**src/rtl/memwb_pkg.sv**
```systemverilog
// memwb_pkg: shared constants, entry layout and occupancy states for the MEM/WB stage
// Contents: control-bit positions, default widths, default-width entry_t, occ_t.
package memwb_pkg;
    localparam int XLEN_DEF          = 64;
    localparam int RD_W_DEF          = 5;
    localparam int CTRL_W_DEF        = 2;
    localparam int CTRL_REGWRITE_BIT = 0;
    localparam int CTRL_MEMTOREG_BIT = 1;
    typedef struct packed {
        logic [CTRL_W_DEF-1:0] ctrl;
        logic [XLEN_DEF-1:0]   alu_result;
        logic [XLEN_DEF-1:0]   read_data;
        logic [XLEN_DEF-1:0]   wb_data;
        logic [RD_W_DEF-1:0]   rd;
    } entry_t;
    typedef enum logic [1:0] {EMPTY, ONE, TWO} occ_t;
endpackage

```
**src/rtl/memwb_pipe_stage_if.sv**
```systemverilog
// memwb_pipe_stage_if: MEM-side and WB-side handshake buses of the MEM/WB stage
// in_*  : MEM stage -> stage entry (valid/ready, ctrl, alu_result, read_data, rd)
// out_* : stage -> WB entry (valid/ready, ctrl, alu_result, read_data, wb_data, rd)
// slave  : view of the pipeline stage; master : view of the surrounding pipeline
interface memwb_pipe_stage_if
    import memwb_pkg::*;
#(
    parameter int XLEN   = XLEN_DEF,
    parameter int RD_W   = RD_W_DEF,
    parameter int CTRL_W = CTRL_W_DEF
);
    logic              in_valid;
    logic              in_ready;
    logic [CTRL_W-1:0] in_ctrl;
    logic [XLEN-1:0]   in_alu_result;
    logic [XLEN-1:0]   in_read_data;
    logic [RD_W-1:0]   in_rd;
    logic              out_valid;
    logic              out_ready;
    logic [CTRL_W-1:0] out_ctrl;
    logic [XLEN-1:0]   out_alu_result;
    logic [XLEN-1:0]   out_read_data;
    logic [XLEN-1:0]   out_wb_data;
    logic [RD_W-1:0]   out_rd;
    modport slave (
        input  in_valid, in_ctrl, in_alu_result, in_read_data, in_rd, out_ready,
        output in_ready, out_valid, out_ctrl, out_alu_result, out_read_data, out_wb_data, out_rd
    );
    modport master (
        output in_valid, in_ctrl, in_alu_result, in_read_data, in_rd, out_ready,
        input  in_ready, out_valid, out_ctrl, out_alu_result, out_read_data, out_wb_data, out_rd
    );
endinterface

```
**src/rtl/memwb_entry_pack.sv**
```systemverilog
// memwb_entry_pack: builds the stored control vector and writeback data from MEM inputs
// in_ctrl/in_alu_result/in_read_data/in_rd : raw MEM stage fields
// ctrl    : in_ctrl with RegWrite cleared when rd is x0
// wb_data : read data when MemToReg, else ALU result
module memwb_entry_pack
    import memwb_pkg::*;
#(
    parameter int XLEN   = XLEN_DEF,
    parameter int RD_W   = RD_W_DEF,
    parameter int CTRL_W = CTRL_W_DEF
) (
    input  logic [CTRL_W-1:0] in_ctrl,
    input  logic [XLEN-1:0]   in_alu_result,
    input  logic [XLEN-1:0]   in_read_data,
    input  logic [RD_W-1:0]   in_rd,
    output logic [CTRL_W-1:0] ctrl,
    output logic [XLEN-1:0]   wb_data
);
    always_comb begin
        ctrl                    = in_ctrl;
        ctrl[CTRL_REGWRITE_BIT] = in_ctrl[CTRL_REGWRITE_BIT] & (in_rd != '0);
        wb_data                 = in_ctrl[CTRL_MEMTOREG_BIT] ? in_read_data : in_alu_result;
    end
endmodule

```
**src/rtl/memwb_pipe_stage.sv**
```systemverilog
// memwb_pipe_stage: MEM/WB pipeline register with valid/ready handshake and 2-entry skid buffer
// clock, reset : rising-edge clock, synchronous active-high reset
// flush        : drops both buffered entries and any simultaneous input
// bus          : memwb_pipe_stage_if.slave carrying the in_* and out_* buses
// MEMWB_PIPE_STAGE_PERF_EN adds stall_cnt / bubble_cnt saturating 32-bit counters.
module memwb_pipe_stage
    import memwb_pkg::*;
#(
    parameter int XLEN   = XLEN_DEF,
    parameter int RD_W   = RD_W_DEF,
    parameter int CTRL_W = CTRL_W_DEF
) (
    input  logic                 clock,
    input  logic                 reset,
    input  logic                 flush,
    memwb_pipe_stage_if.slave    bus
`ifdef MEMWB_PIPE_STAGE_PERF_EN
    ,
    output logic [31:0]          stall_cnt,
    output logic [31:0]          bubble_cnt
`endif
);
    typedef struct packed {
        logic [CTRL_W-1:0] ctrl;
        logic [XLEN-1:0]   alu_result;
        logic [XLEN-1:0]   read_data;
        logic [XLEN-1:0]   wb_data;
        logic [RD_W-1:0]   rd;
    } ent_t;

    occ_t              state, state_n;
    ent_t              main_q, skid_q, in_ent;
    logic [CTRL_W-1:0] pack_ctrl;
    logic [XLEN-1:0]   pack_wb;
    logic              in_ready_q, out_valid, accept, drain;

    memwb_entry_pack #(.XLEN(XLEN), .RD_W(RD_W), .CTRL_W(CTRL_W)) u_pack (
        .in_ctrl       (bus.in_ctrl),
        .in_alu_result (bus.in_alu_result),
        .in_read_data  (bus.in_read_data),
        .in_rd         (bus.in_rd),
        .ctrl          (pack_ctrl),
        .wb_data       (pack_wb)
    );

    assign in_ent    = {pack_ctrl, bus.in_alu_result, bus.in_read_data, pack_wb, bus.in_rd};
    assign out_valid = state != EMPTY;
    assign accept    = bus.in_valid & in_ready_q;
    assign drain     = out_valid & bus.out_ready;

    always_ff @(posedge clock) begin
        if (reset) state <= EMPTY;
        else       state <= state_n;
    end

    always_comb begin
        state_n = flush          ? EMPTY :
                  state == EMPTY ? (accept ? ONE : EMPTY) :
                  state == ONE   ? ((accept && !drain) ? TWO : (!accept && drain) ? EMPTY : ONE) :
                                   (drain ? ONE : TWO);
    end

    // A flushed main entry keeps its data fields; only ctrl is cleared so WB sees no write.
    always_ff @(posedge clock) begin
        if (reset) begin
            main_q     <= '0;
            skid_q     <= '0;
            in_ready_q <= 1'b0;
        end else if (flush) begin
            main_q.ctrl <= '0;
            skid_q      <= '0;
            in_ready_q  <= 1'b1;
        end else begin
            if ((state == EMPTY && accept) || (state == ONE && accept && drain)) main_q <= in_ent;
            else if (state == TWO && drain)                                      main_q <= skid_q;
            if (state == ONE && accept && !drain) skid_q <= in_ent;
            in_ready_q <= state_n != TWO;
        end
    end

    assign bus.in_ready       = in_ready_q;
    assign bus.out_valid      = out_valid;
    assign bus.out_ctrl       = main_q.ctrl;
    assign bus.out_alu_result = main_q.alu_result;
    assign bus.out_read_data  = main_q.read_data;
    assign bus.out_wb_data    = main_q.wb_data;
    assign bus.out_rd         = main_q.rd;

`ifdef MEMWB_PIPE_STAGE_PERF_EN
    always_ff @(posedge clock) begin
        if (reset) begin
            stall_cnt  <= '0;
            bubble_cnt <= '0;
        end else begin
            if (out_valid && !bus.out_ready && stall_cnt != '1) stall_cnt <= stall_cnt + 32'd1;
            if (!out_valid && bubble_cnt != '1)                 bubble_cnt <= bubble_cnt + 32'd1;
        end
    end
`endif
endmodule

```
**src/flat_wrapper.sv**
```systemverilog
// flat-port wrapper written by rule: the top's interface ports become plain ports
module memwb_pipe_stage_flat import memwb_pkg::*;
#(
    parameter int XLEN   = XLEN_DEF,
    parameter int RD_W   = RD_W_DEF,
    parameter int CTRL_W = CTRL_W_DEF
)
  (clock, reset, flush, bus_in_valid, bus_in_ctrl, bus_in_alu_result, bus_in_read_data, bus_in_rd, bus_out_ready, bus_in_ready, bus_out_valid, bus_out_ctrl, bus_out_alu_result, bus_out_read_data, bus_out_wb_data, bus_out_rd);
  memwb_pipe_stage_if #(.XLEN(XLEN), .RD_W(RD_W), .CTRL_W(CTRL_W)) bus_i ();
  input  logic clock;
  input  logic reset;
  input  logic flush;
  input wire logic [$bits(bus_i.in_valid)-1:0] bus_in_valid;
  input wire logic [$bits(bus_i.in_ctrl)-1:0] bus_in_ctrl;
  input wire logic [$bits(bus_i.in_alu_result)-1:0] bus_in_alu_result;
  input wire logic [$bits(bus_i.in_read_data)-1:0] bus_in_read_data;
  input wire logic [$bits(bus_i.in_rd)-1:0] bus_in_rd;
  input wire logic [$bits(bus_i.out_ready)-1:0] bus_out_ready;
  output wire logic [$bits(bus_i.in_ready)-1:0] bus_in_ready;
  output wire logic [$bits(bus_i.out_valid)-1:0] bus_out_valid;
  output wire logic [$bits(bus_i.out_ctrl)-1:0] bus_out_ctrl;
  output wire logic [$bits(bus_i.out_alu_result)-1:0] bus_out_alu_result;
  output wire logic [$bits(bus_i.out_read_data)-1:0] bus_out_read_data;
  output wire logic [$bits(bus_i.out_wb_data)-1:0] bus_out_wb_data;
  output wire logic [$bits(bus_i.out_rd)-1:0] bus_out_rd;
  assign bus_i.in_valid = bus_in_valid;
  assign bus_i.in_ctrl = bus_in_ctrl;
  assign bus_i.in_alu_result = bus_in_alu_result;
  assign bus_i.in_read_data = bus_in_read_data;
  assign bus_i.in_rd = bus_in_rd;
  assign bus_i.out_ready = bus_out_ready;
  assign bus_in_ready = bus_i.in_ready;
  assign bus_out_valid = bus_i.out_valid;
  assign bus_out_ctrl = bus_i.out_ctrl;
  assign bus_out_alu_result = bus_i.out_alu_result;
  assign bus_out_read_data = bus_i.out_read_data;
  assign bus_out_wb_data = bus_i.out_wb_data;
  assign bus_out_rd = bus_i.out_rd;
  memwb_pipe_stage #(.XLEN(XLEN), .RD_W(RD_W), .CTRL_W(CTRL_W)) u_core (.clock(clock), .reset(reset), .flush(flush), .bus(bus_i));
endmodule
```
**config.mk**
```make
export PLATFORM = sky130hd
export DESIGN_NAME = memwb_pipe_stage_flat
export DESIGN_NICKNAME = d
export VERILOG_FILES = /design/src/rtl/memwb_pkg.sv /design/src/rtl/memwb_pipe_stage_if.sv /design/src/rtl/memwb_entry_pack.sv /design/src/rtl/memwb_pipe_stage.sv /design/src/flat_wrapper.sv
export SDC_FILE = /design/constraint.sdc
export NUM_CORES = 1
export LEC_CHECK = 0
export ABC_AREA = 1
export CAP_MARGIN = 20
export CELL_PAD_IN_SITES_DETAIL_PLACEMENT = 1
export CELL_PAD_IN_SITES_GLOBAL_PLACEMENT = 2
export CORE_UTILIZATION = 28
export DETAILED_ROUTE_END_ITERATION = 10
export PLACE_DENSITY_LB_ADDON = 0.15
export SLEW_MARGIN = 40
export SYNTH_ARGS = -nofsm -noshare
export SYNTH_HDL_FRONTEND = slang
export SYNTH_SLANG_ARGS = --single-unit
```
**constraint.sdc**
```tcl
create_clock -name clock -period 2.1 [get_ports clock]
set_input_delay 0.63 -clock clock [delete_from_list [all_inputs] [get_ports clock]]
set_output_delay 0.63 -clock clock [all_outputs]
set_load 0.02 [all_outputs]
```
==> reports/results.txt, run 1 <==
The worst hold path belongs to the class flip-flop to flip-flop. Number of synthesized flops with an enable pin: 0. The number of hold buffers added after cts is 0.

For hold timing, the worst endpoint is u_core.skid_q[119]. The clock network burns 45.2% of the power. Setup violations remaining at the end of the flow were counted as 0. Total net switching power: 0.005514 W. TritonCTS built the clock tree.

For the initial antenna violation count, the log shows 6. The final layout contains routed wiring with a total length of 85,300 µm. Power comes to 0.01960 W. The floorplan die area was 67,350 µm². The highest ir drop seen on vdd is 0.5130 mV. Dividing the final minimum period by the clock period gives 98.25%. The tools report the number of buffers inserted by post-CTS setup repair as 0. The clock transition at the registers of the reported paths works out to 0.06 ns. Leaving out fill and tap cells, the most frequent cell in the layout is sky130_fd_sc_hd__nand2_1.

The post-synth net total was 3,153; the total iterations of the first detailed-routing run was 5. For this run, the post-layout net count is 3,484. The worst register-to-register path has a setup slack of 0.29 ns. The logs give 59 for the largest net degree at the start of global routing and 20,390 for the number of global-route vias before repair. The slew at the pin closest to its max-slew limit is 0.4685 ns. The via density per instance is 4.692, and the synthesized instance count is 3,012. The largest fanout on the critical path is 2. Summed over all cells, the static leakage comes to 13.33 nW. For this configuration, the core starts out at a cell density of 28.24%.

For this run, the share of the core covered by cells in the final layout is 38.54%. The logs give 0.03666 ns for the final worst-path setup slack and 484.7 MHz for the timing-limited maximum frequency. In this run the tightest slew margin relative to its limit is 68.44%.

STA classifies the critical path startpoint as a flip-flop. The run gives 64,250 µm as the placed wire-length estimate after detailed placement. The biggest cell delay along the critical path was 0.45 ns; the final hold violation count was 0. On the critical path, the stage with the largest delay is an instance of sky130_fd_sc_hd__dfxtp_1. In this run the critical register-to-register path is captured at u_core.bus.out_read_data[6].

Once placement finished, the instance area stood at 23,940 µm². Data arrives at the worst endpoint at 1.43 ns. The routed layout has 19,930 vias.

The run gives 401 as the number of sinks on the clock net. The largest total area in the synthesized netlist belongs to sky130_fd_sc_hd__dfxtp_1. For the cell area after synthesis, the log shows 18,570 µm².

After synthesis, the largest area contributor takes up 43.23% of total cell area. The power density over the cells was 773.5 nW/µm²; the initial DRC count was 1,109. The net switching fraction of the power is 28.13%. The count of state elements after synthesis was 401. The endpoint type of the worst setup path is an output port. The logs give 43.23% for the sequential area share after synthesis and 0 for the number of max-cap violations. The number of buffer and inverter instances along the worst setup path is 1.

The standard-cell row count came out at 94. Fraction of layout cells with a size suffix above 1: 7.103%. Counting the buffers created by CTS gives 50. In this design, the largest share of critical-path delay is due to flip-flops.

For the worst flop-to-flop path, the logic depth is 9. The number of stages on the worst hold path came out at 2. The synthesized netlist contains 20 unique library cells. Of all flip-flops after synthesis, the portion carrying an async set or reset was 0%. In this run the critical register-to-register path is launched from u_core.state[0].

The minimum clock period after layout came out at 2.063 ns. The count of warnings emitted by yosys is 0. Area overhead of the layout relative to synthesis: 36.47%.

In the layout the commonest cells are 1,081 x sky130_fd_sc_hd__nand2_1, 678 x sky130_fd_sc_hd__nor2_1, 400 x sky130_fd_sc_hd__dfxtp_1. The floorplan step set the die height to 259.5 µm. The final non-filler cell area came out at 25,340 µm². The H-tree was split into 2 levels. For the buffer depth of the longest clock path, the log shows 3.

For this run, the leading register cell type out of synthesis is sky130_fd_sc_hd__dfxtp_1. The post-place setup slack was -0.4125 ns. The internal portion of the total power is 0.01409 W. The DRC violation count after routing came out at 0. For the number of slew-limit violations in the final report, the log shows 0. In this run the most critical hold path is launched from u_core.skid_q[119].

The tools report the clock tree skew after final layout as 0.01310 ns. The flow ran to the end, and the final reports show no timing, DRC or antenna violations. The logs give 0.60 ns for the clock latency of the later-clocked register in the worst-skew pair and 25.10% for the combined global-route utilization of all metal layers. Cell at the root of the clock tree: sky130_fd_sc_hd__clkbuf_16. The number of input and output port buffers inserted is 340, and the placeable core region is 65,750 µm². STA puts the critical path data required time at 1.47 ns. After synthesis, the cell types taking the most area are sky130_fd_sc_hd__dfxtp_1 43%, sky130_fd_sc_hd__nand2_1 22%, sky130_fd_sc_hd__nor2_1 14%. Global routing finished with a remaining overflow of 0. Each instance of the synthesized netlist takes up on average 6.165 µm². The run gives 0.8748 as the final estimated routing congestion in global placement.

The width of the die was 259.5 µm; the I/O pin count was 341. Of the total power, combinational logic draws 14.1%. The logs give 0 for the post-detailed-route count of antenna-violating nets and 40.7% for the sequential share of power. Setup repair after global routing left no endpoint under its margin. The worst setup path is of the flip-flop to output port kind. The average wire length per cell after detail routing works out to 20.08 µm. Walking the worst path, the cells encountered are dlygate4sd2_1. The first global-routing pass estimated 127,800 µm of wire.
power by group through the flow:
stage / sequential (W) / clock (W) / combinational, W
after global placement: 0.00816 / 0 / 0.00288
after global routing: 0.00801 / 0.00935 / 0.00300
after detailed placement: 0.00816 / 0 / 0.00292
after floorplan: 0.00836 / 0 / 0.00103
after CTS: 0.00799 / 0.00906 / 0.00280
final: 0.00798 / 0.00885 / 0.00277
through the flow:
stage | setup TNS (ns) | hold slack [ns] | instances
global placement | -105.36 | 0.4484 | 4155
CTS | 0 | 0.4659 | 4243
detailed placement | -110.71 | 0.4561 | 4155
global route | 0 | 0.4821 | 4246
finish | 0 | 0.4656 | 4247
floorplan | 0 | 0.4410 | 3012
kinds of logic (layout without fill, tap and decap cells):
kind of cell / Yosys count / count (layout) / share of synthesized area [%]
AND/OR/NAND/NOR: 1968 / 1968 / 41.26
adder cells (fa/ha/maj): 1 / 1 / 0.06737
buffers and inverters: 422 / 789 / 9.494
other: 0 / 4 / 0
AO/OA/AOI/OAI: 220 / 220 / 5.950
flip-flops: 401 / 401 / 43.23
how the worst max path moves through the flow:
| stage | start | end | slack (ns) | depth (start not counted) |
|---|---|---|---|---|
| global route | u_core.bus.out_wb_data[61] | bus_out_wb_data[61] | 0.002 | 1 |
| detailed placement | bus_out_ready | u_core.bus.out_read_data[6] | -0.41 | 8 |
| floorplan | bus_in_valid | u_core.bus.out_alu_result[20] | 0.41 | 10 |
| finish | u_core.bus.out_read_data[31] | bus_out_read_data[31] | 0.04 | 1 |
| CTS | u_core.bus.out_wb_data[60] | bus_out_wb_data[60] | 0.02 | 1 |
| global placement | bus_out_ready | u_core.bus.out_alu_result[25] | -0.36 | 8 |
state kept, by name, indices dropped and copies added, names as in the netlist:
| register | flops |
|---|---|
| u_core.skid_q | 199 |
| u_core.bus.out_alu_result | 64 |
| u_core.bus.out_read_data | 64 |
| u_core.bus.out_wb_data | 64 |
| u_core.bus.out_rd | 5 |
| u_core.bus.out_ctrl | 2 |
| u_core.state | 2 |
| u_core.bus.in_ready | 1 |
what timing repair did:
action                     CTS  global route
resized for setup          209             0
hold endpoints to repair     0             0
setup endpoints to repair  201             0
area by class of cell:
cell class / instances / area [µm²]
fillers: 8354 / 40410
diodes: 4 / 10.01
clock buffers: 77 / 1504
clock inverters: 11 / 133.9
inverters: 215 / 817.0
flip-flops and latches: 401 / 8029
multi-input cells: 2189 / 8836
well taps: 864 / 1081
repair buffers: 486 / 4930
synthesized netlist by cell type (2+ instances only):
cell,number
sky130_fd_sc_hd__inv_1,208
sky130_fd_sc_hd__dfxtp_1,401
sky130_fd_sc_hd__nor2_1,680
sky130_fd_sc_hd__buf_4,12
sky130_fd_sc_hd__a21oi_1,62
sky130_fd_sc_hd__buf_1,2
sky130_fd_sc_hd__nand3_1,201
sky130_fd_sc_hd__clkbuf_1,86
sky130_fd_sc_hd__o21ai_1,15
sky130_fd_sc_hd__o21ai_0,142
sky130_fd_sc_hd__inv_2,6
sky130_fd_sc_hd__buf_2,107
sky130_fd_sc_hd__nand2_1,1083
routing by layer:
| metal | part of all wire [%] | up-vias | global-route usage, % | routed length, µm |
|---|---|---|---|---|
| li1 | - | 9789 | - | - |
| met4 | 3.0 | 4 | 8.317 | 2576 |
| met2 | 47 | 372 | 41.79 | 39920 |
| met5 | 0.027 | - | 0 | 23 |
| met1 | 46 | 9653 | 33.15 | 39460 |
| met3 | 3.9 | 109 | 3.554 | 3323 |
tightest hold or removal path, delay by kind of cell (launching register included):
kind	cells	cell delay, ns
AOI/OAI and AO/OA	1	0.05
DFF	1	0.31
and+or+nand+nor	1	0.06
Power figures use the tool's default switching activity.
==> run 2: changes to the inputs <==
==> constraint.sdc (replaced) <==
create_clock -name clock -period 2.1 [get_ports clock]
set_input_delay 0.63 -clock clock [delete_from_list [all_inputs] [get_ports clock]]
set_output_delay 0.63 -clock clock [all_outputs]
set_load 0.05 [all_outputs]
==> reports/results.txt, run 2 (synthesized netlist as in run 1, its figures left out) <==
The number of max-cap violations was 0 (unchanged). Leaving out fill and tap cells, the most frequent cell in the layout is sky130_fd_sc_hd__nand2_1. Initial antenna violation count: 4 (-2).

The number of cells in the finished layout apart from fillers is 4,221 (-0.61%), and the area overhead of the layout relative to synthesis is 33.71%. The total clock buffers created by CTS was 51 (+2.0%). The worst min-delay path startpoint is u_core.skid_q[144].

The register with the most flip-flops in the final layout is u_core.skid_q. The I/O pin count is 341 (unchanged). The power density over the cells is 803.9 nW/µm² (+3.9%), and the count of final setup violators is 0 (unchanged). The final-stage net count came out at 3,457 (-0.77%). For the routed wire length, the log shows 84,990 µm (-0.37%). DRC violation count after routing: 0 (unchanged). TritonCTS built the clock tree.

The run gives 71.89% (+3.5 points) as the remaining max-slew budget at the tightest pin. The run finished with clean final reports. The buffer depth of the longest clock path is 3 (unchanged), and the via density per instance is 4.706 (+0.30%).

The flip-flop count of the largest register after layout came out at 199 (unchanged). The number of sinks on the clock net was 401 (unchanged). The tools report the reg-to-reg startpoint as u_core.state[0].

The run gives 126,600 µm (-0.92%) as the global-route wire length before repair. The run gives 28.24% (unchanged) as the starting density of the core. The count of H-tree levels built during CTS is 2 (unchanged), and the average wire length per cell after detail routing is 20.13 µm (+0.25%).

The endpoint arrival time on the critical path is 1.39 ns (-0.04 ns). For the highest ir drop seen on vdd, the log shows 0.5055 mV (-1.5%). The number of slew-limit violations in the final report is 0 (unchanged), and the total iterations of the first detailed-routing run is 5 (unchanged). The logs give 0.8248 (-5.7%) for the final estimated routing congestion in global placement and 0.02932 ns (+0.01623 ns) for the clock tree skew after final layout. The clock transition at the registers of the reported paths is 0.05 ns (about the same).

In this run the worst hold path is classified as flip-flop to flip-flop. The number of global-route vias before repair came out at 20,000 (-1.9%). Setup repair after global routing left no endpoint under its margin.

Tracing the worst setup path back leads to its startpoint at u_core.state[1]. The critical path startpoint category is a flip-flop. The largest net degree at the start of global routing is 73 (+24%). For the post-detailed-route count of antenna-violating nets, the log shows 0 (unchanged). The initial DRC count was 1,121 (+1.1%); the final worst-path cycle share was 95.98% (-2.3 points). Minimum clock period after layout: 2.016 ns (-0.04777 ns).

The tools report the cell at the root of the clock tree as sky130_fd_sc_hd__clkbuf_16. The logs give 8,318 (-0.43%) for the count of filler cells inserted in the layout and 0 (unchanged) for the overflow left after global routing. The post-layout total power is 0.01996 W (+1.8%).

The clock latency of the later-clocked register in the worst-skew pair is 0.61 ns (about the same). The critical path is of the flip-flop to output port type. The worst setup path is captured at an output port.

The slew at the pin closest to its max-slew limit was 0.4203 ns (-0.04819 ns). The total via count after detailed routing is 19,860 (-0.32%), and the largest fanout on the critical path is 5 (+3). Placed wire-length estimate after detailed placement: 63,190 µm (-1.6%). The placeable core region is 65,750 µm² (unchanged).

The run gives 4,127 (-0.67%) as the post-placement cell count. Timing-limited maximum frequency: 496.1 MHz (+2.4%). Leaving out fill and tap cells, the most frequent cells in the layout are 1,081 x sky130_fd_sc_hd__nand2_1, 678 x sky130_fd_sc_hd__nor2_1, 400 x sky130_fd_sc_hd__dfxtp_1. The run gives 24.88% (-0.22 points) as the combined global-route utilization of all metal layers. For the number of hold buffers added after cts, the log shows 0 (unchanged). The share of the core filled with cells came out at 37.77% (-0.78 points). The width of the die works out to 259.5 µm (unchanged). The standard-cell row count came out at 94 (unchanged). The number of input and output port buffers inserted came out at 340 (unchanged). The fraction of layout cells with a size suffix above 1 is 12.25% (+5.2 points), and the critical path data required time is 1.47 ns (about the same). The run gives 12.71 nW (-4.7%) as the leakage component of the power.

For the final hold violation count, the log shows 0 (unchanged). For the floorplan die area, the log shows 67,350 µm² (unchanged). The y dimension of the die is 259.5 µm (unchanged).
## run 2: cell count changes in the layout (fill, tap and decap cells not counted), sizes merged
cell,before,now
dlygate4sd2,199,0
clkbuf,77,81
diode,4,3
clkdlybuf4s15,1,0
bufinv,3,1
buf,148,320
inv,216,215
clkinv,7,9
## run 2: worst max-delay path, cell delays in order (launching register included)
cell and delay, ns:
sky130_fd_sc_hd__dfxtp_2 0.41, sky130_fd_sc_hd__nor2_4 0.07, sky130_fd_sc_hd__inv_1 0.16, sky130_fd_sc_hd__buf_12 0.16
## run 2: area by class of cell
class	instances	area (µm²)	share of cell area (%)
Antenna cell	3	7.507	0.03024
Clock buffer	81	1551	6.249
Clock inverter	10	75.07	0.3024
Inverter	215	817.0	3.291
Multi-Input combinational cell	2189	8836	35.59
Sequential cell	401	8029	32.34
Tap cell	864	1081	4.354
Timing Repair Buffer	458	4432	17.85
## run 2: what timing repair did
item                                    CTS  global route
resized for setup                         3             0
buffers inserted                          0             0
endpoints found under the setup margin    1             0
## run 2: path summary, 6_finish.rpt
check | end | slack, ns | cells past startpoint
worst max-delay path | bus_out_valid | 0.08 | 3
worst min-delay path | u_core.skid_q[144] | 0.46 | 2
worst max register to register | u_core.bus.out_read_data[54] | 0.28 | 8
worst min register to register | u_core.skid_q[144] | 0.46 | 2
## run 2: per-stage QoR
stage                     cell area, µm²  setup slack, ns  hold slack [ns]  TNS [ns]
final                              24830          0.08443           0.4631         0
after detailed placement           23190          -0.4282           0.4547   -105.71
after global routing               24830          0.02850           0.4727         0
after floorplan                    18570           0.3203           0.4410         0
after global placement             23190          -0.4109           0.4470    -99.31
after CTS                          24820          0.04943           0.4634         0
## run 2: routing by layer
metal	global-route usage (%)	part of all wire [%]	up-vias
met5	0	0.012	-
met4	7.500	2.8	2
met3	3.456	4.8	96
met2	41.24	47	480
met1	33.31	46	9544
li1	-	-	9742
## run 2: power breakdown
group | leakage (nW) | internal, W | switching [W]
Clock | 0.808 | 0.00514 | 0.00357
Combinational | 8.64 | 0.00103 | 0.00224
Sequential | 3.25 | 0.00783 | 0.000148
==> run 3: changes to the inputs <==
--- a/config.mk
+++ b/config.mk
@@ -11,6 +11,7 @@
 export CELL_PAD_IN_SITES_GLOBAL_PLACEMENT = 2
 export CORE_UTILIZATION = 28
 export DETAILED_ROUTE_END_ITERATION = 10
+export GPL_TIMING_DRIVEN = 0
 export PLACE_DENSITY_LB_ADDON = 0.15
 export SLEW_MARGIN = 40
 export SYNTH_ARGS = -nofsm -noshare
==> reports/results.txt, run 3 (synthesized netlist as in run 1, its figures left out) <==
The count of filler cells inserted in the layout is 8,457 (+1.7%), and the number of hold buffers added after cts is 0 (unchanged). The slew at the pin closest to its max-slew limit was 0.9619 ns (+0.5415 ns). The run gives 5 (unchanged) as the total iterations of the first detailed-routing run. The run finished with clean final reports.

The run gives 8801 µm² (-0.40%) as the area of the multi-input gates. The global-route wire length before repair is 129,400 µm (+2.2%). For the remaining max-slew budget at the tightest pin, the log shows 35.20% (-37 points). The cell count along the critical path came out at 1 (-2). The number of stages on the worst hold path was 2 (unchanged); the critical path data required time was 1.47 ns (about the same). The placeable core region came out at 65,750 µm² (unchanged). Most used routing layer: met2.

The starting density of the core is 28.24% (unchanged). On the critical path, the stage with the largest delay is an instance of sky130_fd_sc_hd__clkdlybuf4s15_1. Final hold slack: 0.4607 ns (-0.002405 ns). The end of the worst register-to-register path is u_core.skid_q[38]. The setup path with the least slack is of type flip-flop to output port.

The met2 capacity usage during global routing was 42.93% (+1.7 points); the number of cells on the worst reg-to-reg path was 9 (+1). The endpoint arrival time on the critical path is 1.43 ns (+0.04 ns), and the floorplan die area is 67,350 µm² (unchanged). The run gives 4,303 (+1.9%) as the number of cells in the finished layout apart from fillers. For the initial DRC count, the log shows 1,135 (+1.2%). Largest fanout on the critical path: 2 (-3). Flip-flop count of the largest register after layout: 199 (unchanged).

The tools report the total clock buffers created by CTS as 51 (unchanged). Worst min-delay path startpoint: u_core.skid_q[68]. The post-detailed-route count of antenna-violating nets is 0 (unchanged). The final estimated routing congestion in global placement is 0.8826 (+7.0%). The path with the worst hold slack has its endpoint at u_core.skid_q[68]. Traced cell by cell, the critical path runs through clkdlybuf4s15_1. The logs give 7 (+3) for the initial antenna violation count and 341 (unchanged) for the I/O pin count. The biggest cell delay along the critical path is 0.50 ns (+0.09 ns). The tools report the buffer depth of the longest clock path as 3 (unchanged).

The tools report the footprint of the flip-flops and latches as 8029 µm² (unchanged). The cell at the root of the clock tree was sky130_fd_sc_hd__clkbuf_16. The overflow left after global routing is 0 (unchanged), and the number of slew-limit violations in the final report is 0 (unchanged). The area overhead of the layout relative to synthesis came out at 32.57%. Leaving out fill and tap cells, the most frequent cells in the layout are 1,083 x sky130_fd_sc_hd__nand2_1, 678 x sky130_fd_sc_hd__nor2_1, 400 x sky130_fd_sc_hd__dfxtp_1.

The run gives 33.95% (+0.64 points) as the met1 global-route usage. The tools report the reg-to-reg startpoint as u_core.state[0]. The run gives 20,060 (+0.96%) as the total via count after detailed routing.

Leaving out fill and tap cells, the most frequent cell in the layout is sky130_fd_sc_hd__nand2_1. The clock tree skew after final layout is 0.01466 ns (-0.01466 ns), and the routed wire length is 86,940 µm (+2.3%). The clock transition at the registers of the reported paths works out to 0.06 ns (about the same). The run gives 0 (unchanged) as the final hold violation count. Endpoint type of the worst setup path: an output port. The post-layout total power was 0.01968 W (-1.4%); the standard-cell row count was 94 (unchanged).

The logs give 485.3 MHz (-2.2%) for the timing-limited maximum frequency and 2 (unchanged) for the count of H-tree levels built during CTS. The final worst-path cycle share came out at 98.13% (+2.1 points). The average wire length per cell after detail routing is 20.21 µm (+0.35%), and the setup slack on the worst flop-to-flop path is 0.16 ns (-0.12 ns).

The clock latency of the later-clocked register in the worst-skew pair was 0.60 ns (about the same); the minimum clock period after layout was 2.061 ns (+0.04509 ns). The tools report the DRC violation count after routing as 0 (unchanged). The power density over the cells is 799.5 nW/µm² (-0.55%), and the placed wire-length estimate after detailed placement is 68,070 µm (+7.7%). The y dimension of the die is 259.5 µm (unchanged). The critical path startpoint category is a flip-flop. Setup repair after global routing could not meet its margin everywhere. Routing usage on met3: 3.222% (-0.23 points).

In this design, the largest share of critical-path delay is due to buffers and inverters. The post-placement cell count was 4,215 (+2.1%). The path class of the tightest hold or removal check is flip-flop to flip-flop. The fraction of layout cells with a size suffix above 1 is 11.32% (-0.93 points). The register with the most flip-flops in the final layout is u_core.skid_q. TritonCTS built the clock tree. The number of global-route vias before repair came out at 20,660 (+3.3%). Via density per instance: 4.661 (-0.96%). The number of buffer and inverter instances along the worst setup path was 1 (-1); the number of sinks on the clock net was 401 (unchanged). For the number of max-cap violations, the log shows 0 (unchanged). The number of input and output port buffers inserted is 339 (-0.29%). For the combined global-route utilization of all metal layers, the log shows 25.58% (+0.70 points).

The run gives 0 (unchanged) as the count of final setup violators. The width of the die was 259.5 µm (unchanged); the highest ir drop seen on vdd was 0.5323 mV (+5.3%). The leakage component of the power is 12.20 nW (-4.0%).

The tools report the final-stage net count as 3,546 (+2.6%). For the largest net degree at the start of global routing, the log shows 13 (-82%).
[run 3: repair_timing]
action | 4_1_cts | 5_1_grt
hold endpoints to repair | 0 | 0
buffers inserted | 1 | 0
setup endpoints to repair | 546 | 372
pin swaps | 1 | 0
resized for setup | 544 | 87
[run 3: worst max path at each step]
stage	slack [ns]	end	startpoint
floorplan	0.32	u_core.bus.out_rd[0]	u_core.bus.in_ready
global placement	-1.00	u_core.skid_q[10]	reset
detailed placement	-1.06	u_core.skid_q[8]	reset
CTS	0.00005	bus_out_alu_result[38]	u_core.bus.out_alu_result[38]
global route	-0.02	u_core.bus.out_read_data[31]	reset
finish	0.04	bus_out_alu_result[56]	u_core.bus.out_alu_result[56]
[run 3: metal layers]
metal	share of wire [%]	vias up
met5	0.032	-
met2	47	445
li1	-	9916
met3	4.1	111
met1	46	9579
met4	2.9	4
[run 3: cell type report]
class                           count  share of cell area, %
Sequential cell                   401                  32.61
Buffer                            207                  4.178
Tap cell                          864                  4.391
Inverter                          215                  3.278
Multi-Input combinational cell   2189                  35.75
Timing Repair Buffer              340                  13.39
Clock buffer                       77                  5.987
Antenna cell                        3                0.03050
Clock inverter                      7                 0.3761
[run 3: stage by stage]
stage	setup WS (ns)	cell area (µm²)	setup TNS [ns]	utilization, %
after detailed placement	-1.056	23040	-330.16	35.05
after global placement	-1.001	23040	-319.52	35.05
after global routing	-0.02022	24620	-0.07989	37.44
after floorplan	0.3203	18570	0	-
after CTS	0.00005407	24810	0	37.74
final	0.03934	24620	0	37.44
[run 3: power breakdown]
| group | switching, W | total [W] | internal, W |
|---|---|---|---|
| Sequential | 0.000140 | 0.00797 | 0.00783 |
| Clock | 0.00356 | 0.00859 | 0.00503 |
| Combinational | 0.00224 | 0.00312 | 0.000881 |
| Total | 0.00594 | 0.0197 | 0.0137 |
